### src/rtl/fetch_queue_if.sv
// fetch_queue_if: handshake bundle between instruction fetch, the fetch queue
// and decode.
//   push_valid/push_ready/push_pc/push_inst : fetch -> queue entry handshake
//   pop_valid/pop_ready/pop_pc/pop_inst     : queue -> decode head handshake
//   flush                                   : redirect, drop everything queued
//   count                                   : current occupancy
// Modports:
//   slave  - the queue itself
//   master - the surrounding pipeline (fetch + decode + redirect logic)
interface fetch_queue_if #(
  parameter int DEPTH  = 4,
  parameter int ADDR_W = 32,
  parameter int INST_W = 32
);
  logic                       push_valid;
  logic                       push_ready;
  logic [ADDR_W-1:0]          push_pc;
  logic [INST_W-1:0]          push_inst;
  logic                       pop_valid;
  logic                       pop_ready;
  logic [ADDR_W-1:0]          pop_pc;
  logic [INST_W-1:0]          pop_inst;
  logic                       flush;
  logic [$clog2(DEPTH):0]     count;

  modport slave (
    input  push_valid, push_pc, push_inst, pop_ready, flush,
    output push_ready, pop_valid, pop_pc, pop_inst, count
  );

  modport master (
    output push_valid, push_pc, push_inst, pop_ready, flush,
    input  push_ready, pop_valid, pop_pc, pop_inst, count
  );
endinterface

### src/rtl/fetch_queue.sv
// fetch_queue: first-word-fall-through FIFO of {pc, instruction} pairs that
// decouples the fetch path from a stalling decode stage.
// Ports:
//   clk   - rising-edge clock
//   rst_n - asynchronous active-low reset (clears pointers and occupancy)
//   bus   - fetch_queue_if.slave: push side (fetch), pop side (decode),
//           flush (redirect) and count (occupancy)
// DEPTH must be a power of two >= 2 so the pointers wrap for free.
module fetch_queue #(
  parameter int              DEPTH  = 4,
  parameter int              ADDR_W = 32,
  parameter int              INST_W = 32,
  parameter logic [INST_W-1:0] NOP  = 32'h00000013
) (
  input  logic          clk,
  input  logic          rst_n,
  fetch_queue_if.slave  bus
);
  localparam int PTR_W = $clog2(DEPTH);
  localparam int CNT_W = PTR_W + 1;

  logic [ADDR_W-1:0] pc_mem   [DEPTH];
  logic [INST_W-1:0] inst_mem [DEPTH];

  logic [PTR_W-1:0] wr_ptr_reg, wr_ptr_next;
  logic [PTR_W-1:0] rd_ptr_reg, rd_ptr_next;
  logic [CNT_W-1:0] count_reg,  count_next;

  logic push_ready;
  logic pop_valid;
  logic push_fire;
  logic pop_fire;

  // Ready comes from registered occupancy only, so pop_ready never reaches
  // push_ready combinationally; a full queue stays closed even while popping.
  assign push_ready = (count_reg < CNT_W'(DEPTH));
  assign pop_valid  = (count_reg != '0);

  // A flush cancels both transfers in its cycle.
  assign push_fire = bus.push_valid & push_ready & ~bus.flush;
  assign pop_fire  = pop_valid & bus.pop_ready & ~bus.flush;

  always_comb begin
    wr_ptr_next = wr_ptr_reg;
    rd_ptr_next = rd_ptr_reg;
    count_next  = count_reg;
    if (bus.flush) begin
      wr_ptr_next = '0;
      rd_ptr_next = '0;
      count_next  = '0;
    end else begin
      if (push_fire) wr_ptr_next = wr_ptr_reg + PTR_W'(1);
      if (pop_fire)  rd_ptr_next = rd_ptr_reg + PTR_W'(1);
      case ({push_fire, pop_fire})
        2'b10:   count_next = count_reg + CNT_W'(1);
        2'b01:   count_next = count_reg - CNT_W'(1);
        default: count_next = count_reg;
      endcase
    end
  end

  always_ff @(posedge clk or negedge rst_n) begin
    if (!rst_n) begin
      wr_ptr_reg <= '0;
      rd_ptr_reg <= '0;
      count_reg  <= '0;
    end else begin
      wr_ptr_reg <= wr_ptr_next;
      rd_ptr_reg <= rd_ptr_next;
      count_reg  <= count_next;
    end
  end

  // Storage carries no reset; stale slots are never visible because the
  // head is masked whenever the queue is empty.
  always_ff @(posedge clk) begin
    if (push_fire) begin
      pc_mem[wr_ptr_reg]   <= bus.push_pc;
      inst_mem[wr_ptr_reg] <= bus.push_inst;
    end
  end

  // First-word-fall-through head; an empty queue presents a NOP at pc 0.
  assign bus.push_ready = push_ready;
  assign bus.pop_valid  = pop_valid;
  assign bus.pop_pc     = pop_valid ? pc_mem[rd_ptr_reg]   : '0;
  assign bus.pop_inst   = pop_valid ? inst_mem[rd_ptr_reg] : NOP;
  assign bus.count      = count_reg;
endmodule

### src/flat_wrapper.sv
// flat-port wrapper written by rule: the top's interface ports become plain ports
module fetch_queue_flat 
#(
  parameter int              DEPTH  = 4,
  parameter int              ADDR_W = 32,
  parameter int              INST_W = 32,
  parameter logic [INST_W-1:0] NOP  = 32'h00000013
)
  (clk, rst_n, bus_push_valid, bus_push_pc, bus_push_inst, bus_pop_ready, bus_flush, bus_push_ready, bus_pop_valid, bus_pop_pc, bus_pop_inst, bus_count);
  fetch_queue_if #(.DEPTH(DEPTH), .ADDR_W(ADDR_W), .INST_W(INST_W)) bus_i ();
  input  logic clk;
  input  logic rst_n;
  input wire logic [$bits(bus_i.push_valid)-1:0] bus_push_valid;
  input wire logic [$bits(bus_i.push_pc)-1:0] bus_push_pc;
  input wire logic [$bits(bus_i.push_inst)-1:0] bus_push_inst;
  input wire logic [$bits(bus_i.pop_ready)-1:0] bus_pop_ready;
  input wire logic [$bits(bus_i.flush)-1:0] bus_flush;
  output wire logic [$bits(bus_i.push_ready)-1:0] bus_push_ready;
  output wire logic [$bits(bus_i.pop_valid)-1:0] bus_pop_valid;
  output wire logic [$bits(bus_i.pop_pc)-1:0] bus_pop_pc;
  output wire logic [$bits(bus_i.pop_inst)-1:0] bus_pop_inst;
  output wire logic [$bits(bus_i.count)-1:0] bus_count;
  assign bus_i.push_valid = bus_push_valid;
  assign bus_i.push_pc = bus_push_pc;
  assign bus_i.push_inst = bus_push_inst;
  assign bus_i.pop_ready = bus_pop_ready;
  assign bus_i.flush = bus_flush;
  assign bus_push_ready = bus_i.push_ready;
  assign bus_pop_valid = bus_i.pop_valid;
  assign bus_pop_pc = bus_i.pop_pc;
  assign bus_pop_inst = bus_i.pop_inst;
  assign bus_count = bus_i.count;
  fetch_queue #(.DEPTH(DEPTH), .ADDR_W(ADDR_W), .INST_W(INST_W), .NOP(NOP)) u_core (.clk(clk), .rst_n(rst_n), .bus(bus_i));
endmodule
### config.mk
export PLATFORM = sky130hd
export DESIGN_NAME = fetch_queue_flat
export DESIGN_NICKNAME = d
export VERILOG_FILES = /design/src/rtl/fetch_queue_if.sv /design/src/rtl/fetch_queue.sv /design/src/flat_wrapper.sv
export SDC_FILE = /design/constraint.sdc
export NUM_CORES = 1
export LEC_CHECK = 0
export BUFFER_PORTS_ARGS = -buffer_cell sky130_fd_sc_hd__buf_2
export CORE_UTILIZATION = 52
export CTS_CLUSTER_DIAMETER = 50
export DETAILED_ROUTE_END_ITERATION = 10
export PLACE_DENSITY = 0.76
export SETUP_SLACK_MARGIN = 0.1
export SYNTH_ARGS = -nofsm -noshare
export SYNTH_HDL_FRONTEND = slang
export SYNTH_SLANG_ARGS = --single-unit
export TNS_END_PERCENT = 5
### constraint.sdc
create_clock -name clk -period 2.78 [get_ports clk]
set_input_delay 0 -clock clk [delete_from_list [all_inputs] [get_ports clk]]
set_output_delay 0 -clock clk [all_outputs]
set_load 0.1 [all_outputs]
---- Yosys cells after proc, flatten, opt, wreduce, memory -nomap -nowiden ----
Memories as Yosys holds them, arrays and structs flattened.
Index checks and enable logic that the tools add are counted.
storage, ports and cells
  logic and storage cells ................. 31
  memories ................................ 2
  output and inout port bits .............. 69
  bits in writable memories ............... 256
  flip-flop bits (word level) ............. 7
memory list
  memory           depth  width  rd ports  clocked after Yosys merged registers in  write ports  line               source
  u_core.inst_mem  4      32     1         0                                        1            fetch_queue.sv:23  logic [INST_W-1:0] inst_mem [DEPTH];
  u_core.pc_mem    4      32     1         0                                        1            fetch_queue.sv:22  logic [ADDR_W-1:0] pc_mem [DEPTH];
operators by class
  reduce and logical (&&, ||, !) cells .... 4
  add/sub/neg operators ................... 4
  bitwise logic cells ..................... 5
  $lt $le $gt $ge ......................... 1
  equal/unequal tests ..................... 2
  multiplexer cells ....................... 10
operators with widths
  cell                   count
  $mux W32               2
  $mux W2                4
  $pmux W3 S2            1
  $reduce_bool A3 Y1     2
  $add A2 B1 Y2 const B  2
  $and A1 B1 Y1          4
  $reduce_bool A2 Y1     2
  $add A3 B1 Y3 const B  1
  $lt A3 B3 Y1 const B   1
  $mux W3                1
  $sub A3 B1 Y3 const B  1
  $eq A2 B1 Y1 const B   1
  $eq A2 B2 Y1 const B   1
  $mux W1                2
  $not A1 Y1             1

---- Depth between registers and ports, before layout ----
Gate-level depths: netlist of run 1.
  depth in word-level cells ............... 6
  depth in mapped cells ................... 10
  mapped depth without buffers ............ 9

---- Least setup slack after synthesis of run 1 ----
No wires, ideal clock.
  path type ............................... reg-to-reg
  start point ............................. register u_core.count_reg[2] (netlist: u_core.bus.count[2])
  end point ............................... memory u_core.inst_mem[0][0] (enable)
  library setup time ...................... 429 ps
  data arrival time ....................... 3050 ps
  data required time ...................... 2351 ps
  slack ................................... -699 ps
  stages on the path, launching flop included .. 6
  path through ............................ dfrtp_1 -> buf_2 -> nor2b_1 -> buf_2 -> nor2b_1 -> and2_1
between the ends
  cells in the longest elaborated chain, start to end .. 5
RTL lines
  item                           line               source
  start: declaration             fetch_queue.sv:27  logic [CNT_W-1:0] count_reg, count_next;
  start signal: assignment       fetch_queue.sv:70  count_reg <= count_next;
  $lt A3 B3 Y1                   fetch_queue.sv:36  assign push_ready = (count_reg < CNT_W'(DEPTH));
  $and A1 B1 Y1 (2 in a row)     fetch_queue.sv:40  assign push_fire = bus.push_valid & push_ready & ~bus.flush;
  $mux W1                        fetch_queue.sv:77  if (push_fire) begin
  $mux W1 (not written as such)  fetch_queue.sv:79  inst_mem[wr_ptr_reg] <= bus.push_inst;
  end: declaration               fetch_queue.sv:23
No other way between the ends.

---- Worst setup path in the final report of run 1 ----
  start point ............................. register u_core.count_reg[0] (netlist: u_core.bus.count[0])
  end point ............................... output port bus_pop_pc[18]
between the ends
  cells in the longest elaborated chain, start to end .. 2
RTL lines
  item                line                source
  $reduce_bool A3 Y1  fetch_queue.sv:37   assign pop_valid = (count_reg != '0);
  $mux W32            fetch_queue.sv:86   assign bus.pop_pc = pop_valid ? pc_mem[rd_ptr_reg] : '0;
  end: declaration    flat_wrapper.sv:20  output wire logic [$bits(bus_i.pop_pc)-1:0] bus_pop_pc;
No other way between the ends.

==> run_results.csv, run 1 <==
group,metric,value,unit
outcome,status,"completed",
clock_tree,root_buffer,"clkbuf_16",
worst_setup_path,critPathArrivalTime,2.49,ns
yosys,synth_ff_type,"edfxtp_1",
routing,drc,0,
floorplanning,rows,50,
floorplanning,core_area,19000,sq um
worst_setup_path,startpoint_type,"flop",
power,vdd_ir_drop_max,697,uV
timing,hold_violations,0,
cells_and_area,area_growth,26.7,%
routing,vias_per_cell,5.38,
clock_tree,clockBufferDepth,3,
placement,gp_congestion,0.772,
cells_and_area,final_area,12900,sq um
yosys,synth_nets,539,
global_routing,grt_pass1_vias,5713,
floorplanning,die_w,142,um
placement,dp.final_hpwl,11100,um
global_routing,grt_max_degree,64,
clock_tree,htree_levels,1,
timing,max_clock_freq,402,MHz
timing,period_share,89.6,%
power,total_power,11.2,mW
placement,place_ws,0.452,ns
timing,tightest_slew,0.643,ns
timing,hold-worst-slack,0.218,ns
placement,numPlacedInstances,853,
yosys,syn-mean-instance-area,21.9,sq um
global_routing,grt_pass1_wl,30600,um
yosys,synth_edf_count,256,
timing,rsz0062_at_grt,"no",
yosys,yosysWarningCount,0,
routing,drt-total-wl,19700,um
global_routing,antenna_found_initial,1,
timing,slew_violations,0,
yosys,synth_cell_types,30,
timing,finalSetupTns,0,ns
timing,timing.final.crit_period,2.49,ns
timing,finalSetupViolCount,0,
yosys,seq_area_frac_synth,77.2,%
global_routing,grt.total_usage,20.2,%
power,p_leak,4.51,nW
worst_setup_path,cp_max_fo,63,
clock_tree,clk_pin_slew,0.06,ns
worst_setup_path,crit_path_end_kind,"primary output",
timing,skew,0.0236,ns
cells_and_area,post_route_cells_drive_above_1_share,37.5,%
clock_tree,numCtsBuffers,29,
floorplanning,initial_core_util,53.7,%
floorplanning,die_height,142,um
clock_tree,clkSinkCount,263,
yosys,netlist_area,10200,sq um
clock_tree,clock_latency,0.53,ns
worst_setup_path,crit_type,"reg2out",
timing,slew_headroom,57.1,%
cells_and_area,final_core_util,68.1,%
floorplanning,pin_count,138,
routing,drt_iter0_drc,304,
worst_setup_path,r2r_slack,0.42,ns
power,power.density,867,nW/um^2
placement,port_buffers,137,
cells_and_area,final_cells,978,
routing,avgRoutedWirePerCell,20.1,um
flow_run,drv_cap,0,
yosys,synthCells,465,
placement,placed_cell_area,11300,sq um
yosys,async_flop_share,2.66,%
routing,drt-pass1-iter-count,4,
global_routing,grt_overflow,0,
routing,vias,5262,
timing,fin_ws,0.290,ns
routing,antenna_left,0,
worst_setup_path,cp.required,2.78,ns
yosys,ys_ff_latch,263,
cells_and_area,nNetsFinal,769,
floorplanning,die_area,20100,sq um
hold_path,hold_class,"in2reg",
clock_tree,cts_tree,"built",
## Yosys cell counts (3+ instances only)
library cell / number / area, sq um
nand2_1: 3 / 11.3
or2_1: 3 / 18.8
and2_1: 65 / 407
mux4_2: 64 / 1440
edfxtp_1: 256 / 7690
buf_6: 5 / 56.3
dfrtp_1: 7 / 175
inv_1: 3 / 11.3
a21oi_1: 5 / 25.0
ha_1: 4 / 50.1
nor2_1: 8 / 30.0
buf_2: 8 / 40.0
clkbuf_1: 9 / 33.8
## area by class of cell
class                   count  area, sq um
inverters                   4         15.0
clock inverters            19          174
fillers                  1228         6060
diodes                      1         2.50
multi-input cells         174         2170
flip-flops and latches    263         7870
clock buffers              34          744
well taps                 260          325
repair buffers            223         1600
## placed cells by master, fill, tap and decap left out, drive strengths merged, types with 3 or more instances in the layout
cell         count
a21oi            5
and2            65
buf            153
clkbuf          34
clkinv          11
dfrtp            7
dlygate4sd3     70
edfxtp         256
ha               4
inv              9
mux4            64
nand2            3
nor2             8
or2              3
## kinds of logic (layout without fill, tap and decap cells)
group	Yosys count	count (layout)	synth area share [%]
buffers and inverters	28	280	1.57
multiplexers	65	65	14.3
other	0	1	0
flip-flops	263	263	77.2
adder cells (fa/ha/maj)	5	5	0.688
AO/OA/AOI/OAI	12	12	0.750
AND/OR/NAND/NOR	88	88	5.14
XOR/XNOR	4	4	0.344
## path summary, 6_finish.rpt
| check | cells after the start | start | endpoint |
|---|---|---|---|
| worst max-delay path | 5 | u_core.bus.count[0] | bus_pop_pc[18] |
| worst min-delay path | 2 | bus_push_pc[16] | u_core.pc_mem[2][16] |
| worst max register to register | 9 | u_core.bus.count[0] | u_core.bus.count[2] |
| worst min register to register | 2 | u_core.wr_ptr_reg[0] | u_core.wr_ptr_reg[0] |
| max in group asynchronous | 3 | rst_n | u_core.rd_ptr_reg[1] |
| min in group asynchronous | 3 | rst_n | u_core.rd_ptr_reg[0] |
## critical path, stage by stage, from the launching register on
cell	delay [ns]
dfrtp_1	0.52
nor3_1	0.13
inv_2	0.07
buf_4	0.52
and2_1	0.26
buf_2	0.44
## timing repair
item                                    4_1_cts  5_1_grt
resized for setup                             0        0
endpoints found under the setup margin        0        2
endpoints found under the hold margin       270        0
setup buffers                                 0        1
hold buffers                                 70        0
## power breakdown
group | switching (mW) | internal, mW
combinational | 2.25 | 0.729
clock | 1.49 | 2.12
sequential | 0.0846 | 4.51
## per-layer routing
layer / vias to the layer above / track usage, % / wire, um
met5: - / 0 / 0
li1: 2346 / - / -
met2: 206 / 35.6 / 10100
met3: 46 / 4.56 / 1250
met1: 2664 / 24.8 / 7860
met4: 0 / 6.28 / 492
Power figures use the tool's default switching activity.
==> run 2: changes to the inputs <==
--- a/config.mk
+++ b/config.mk
@@ -6,10 +6,10 @@
 export NUM_CORES = 1
 export LEC_CHECK = 0
 export BUFFER_PORTS_ARGS = -buffer_cell sky130_fd_sc_hd__buf_2
-export CORE_UTILIZATION = 52
+export CORE_UTILIZATION = 57
 export CTS_CLUSTER_DIAMETER = 50
 export DETAILED_ROUTE_END_ITERATION = 10
-export PLACE_DENSITY = 0.76
+export PLACE_DENSITY = 0.79
 export SETUP_SLACK_MARGIN = 0.1
 export SYNTH_ARGS = -nofsm -noshare
 export SYNTH_HDL_FRONTEND = slang
==> constraint.sdc (replaced) <==
create_clock -name clk -period 2.7 [get_ports clk]
set_input_delay 0 -clock clk [delete_from_list [all_inputs] [get_ports clk]]
set_output_delay 0 -clock clk [all_outputs]
set_load 0.1 [all_outputs]
==> run_results.csv, run 2 (synthesis results as in run 1) <==
group,metric,value,unit
global_routing,grt_pass1_wl,29400,um
flow_run,drv_cap,0,
clock_tree,clockBufferDepth,3,
hold_path,hold_class,"in2reg",
routing,antenna_left,0,
timing,skew,0.00533,ns
clock_tree,cts_tree,"built",
routing,drt-pass1-iter-count,4,
clock_tree,root_buffer,"clkbuf_16",
power,power_frac_clock,28.7,%
clock_tree,htree_levels,1,
power,power.density,859,nW/um^2
timing,period_share,92.5,%
cells_and_area,nNetsFinal,767,
power,p_leak,4.43,nW
timing,slew_violations,0,
clock_tree,cts_setup_buffers,0,
clock_tree,clkSinkCount,263,
floorplanning,rows,48,
timing,timing.final.crit_period,2.50,ns
timing,rsz0062_at_grt,"yes",
floorplanning,initial_core_util,58.6,%
worst_setup_path,critPathArrivalTime,2.50,ns
floorplanning,die_area,18400,sq um
timing,finalSetupViolCount,0,
routing,vias_per_cell,5.55,
cells_and_area,final_area,12700,sq um
floorplanning,die_w,136,um
cells_and_area,final_cells,933,
placement,numPlacedInstances,821,
cells_and_area,fill_cells,1051,
global_routing,antenna_found_initial,0,
worst_setup_path,crit_path_end_kind,"primary output",
worst_setup_path,crit_type,"reg2out",
worst_setup_path,cp.required,2.70,ns
global_routing,grt.total_usage,21.6,%
routing,vias,5178,
routing,drc,0,
power,p_sw,3.73,mW
worst_setup_path,cp_max_fo,29,
cells_and_area,final_common_cell,"edfxtp_1",
cells_and_area,diodes,0,
cells_and_area,post_route_cells_drive_above_1_share,36.3,%
power,vdd_ir_drop_max,680,uV
outcome,status,"completed",
clock_tree,clk_pin_slew,0.06,ns
floorplanning,die_height,136,um
global_routing,grt_overflow,0,
power,pwr-share-seq,43.4,%
clock_tree,clock_latency,0.50,ns
timing,finalSetupTns,0,ns
cells_and_area,area_growth,24.6,%
clock_tree,numCtsBuffers,25,
global_routing,grt_pass1_vias,5574,
floorplanning,core_area,17400,sq um
timing,tightest_slew,0.613,ns
routing,drt-total-wl,19200,um
placement,gp_congestion,0.773,
floorplanning,pin_count,138,
placement,port_buffers,137,
power,p_sw_share,34.2,%
routing,avgRoutedWirePerCell,20.6,um
placement,dp.final_hpwl,11300,um
timing,max_clock_freq,400,MHz
timing,slew_headroom,59.1,%
worst_setup_path,startpoint_type,"flop",
global_routing,grt_max_degree,64,
power,p_int,7.16,mW
timing,hold_violations,0,
placement,placed_cell_area,11300,sq um
routing,drt_iter0_drc,293,
power,comb_power_share,27.9,%
cells_and_area,final_cell_mix,"edfxtp_1 (256), buf_2 (137), dlygate4sd3_1 (70)",
[run 2: worst paths after layout]
kind / startpoint / to / slack (ns) / cells after the start
worst max-delay path: u_core.rd_ptr_reg[0] / bus_pop_pc[27] / 0.20 / 4
worst min-delay path: bus_push_pc[7] / u_core.pc_mem[2][7] / 0.25 / 2
worst max register to register: u_core.bus.count[0] / u_core.bus.count[2] / 0.35 / 9
worst min register to register: u_core.wr_ptr_reg[0] / u_core.wr_ptr_reg[0] / 0.63 / 2
max in group asynchronous: rst_n / u_core.rd_ptr_reg[0] / 1.91 / 3
min in group asynchronous: rst_n / u_core.bus.count[1] / 0.51 / 3
[run 2: cell type report]
| type | instances | area (sq um) | area share [%] |
|---|---|---|---|
| inverter | 4 | 15.0 | 0.118 |
| sequential | 263 | 7870 | 62.1 |
| clock buffer | 32 | 652 | 5.14 |
| clock inverter | 10 | 70.1 | 0.552 |
| tap | 225 | 282 | 2.22 |
| timing repair buffer | 225 | 1620 | 12.8 |
| multi-input combinational | 174 | 2170 | 17.1 |
[run 2: through the flow]
stage	hold slack [ns]	worst slack [ns]	utilization (%)	power [mW]
5_1_grt	0.238	0.0661	73.1	11.2
2_1_floorplan	-0.296	-0.130	-	7.26
6_report	0.247	0.203	73.1	10.9
3_5_place_dp	-0.152	0.248	64.8	7.79
4_1_cts	0.230	0.126	73.0	11.0
3_3_place_gp	-0.162	0.385	64.8	7.75
[run 2: what timing repair did]
| action | in CTS | in global routing |
|---|---|---|
| endpoints found under the setup margin | 0 | 37 |
| hold buffers | 70 | 0 |
| hold endpoints to repair | 270 | 0 |
| resized for setup | 0 | 1 |
[run 2: critical path, stage by stage (launching register included)]
cell and delay, ns:
dfrtp_4 0.67, buf_12 0.30, mux4_2 0.54, and2_1 0.16, buf_2 0.28
[run 2: power by group through the flow]
stage | registers (mW) | logic (mW) | clock network, mW
4_1_cts | 4.73 | 3.07 | 3.18
3_3_place_gp | 4.80 | 2.95 | 0
3_5_place_dp | 4.81 | 2.98 | 0
6_report | 4.73 | 3.04 | 3.13
5_1_grt | 4.74 | 3.16 | 3.32
2_1_floorplan | 4.80 | 2.46 | 0
[run 2: per-layer routing]
metal  share of wire (%)  GRT usage (%)  up-vias
li1                    -              -     2331
met4                 1.8           6.30        0
met3                 4.2           2.92       33
met2                  54           38.9      151
met5                   0              0        -
met1                  40           27.2     2663
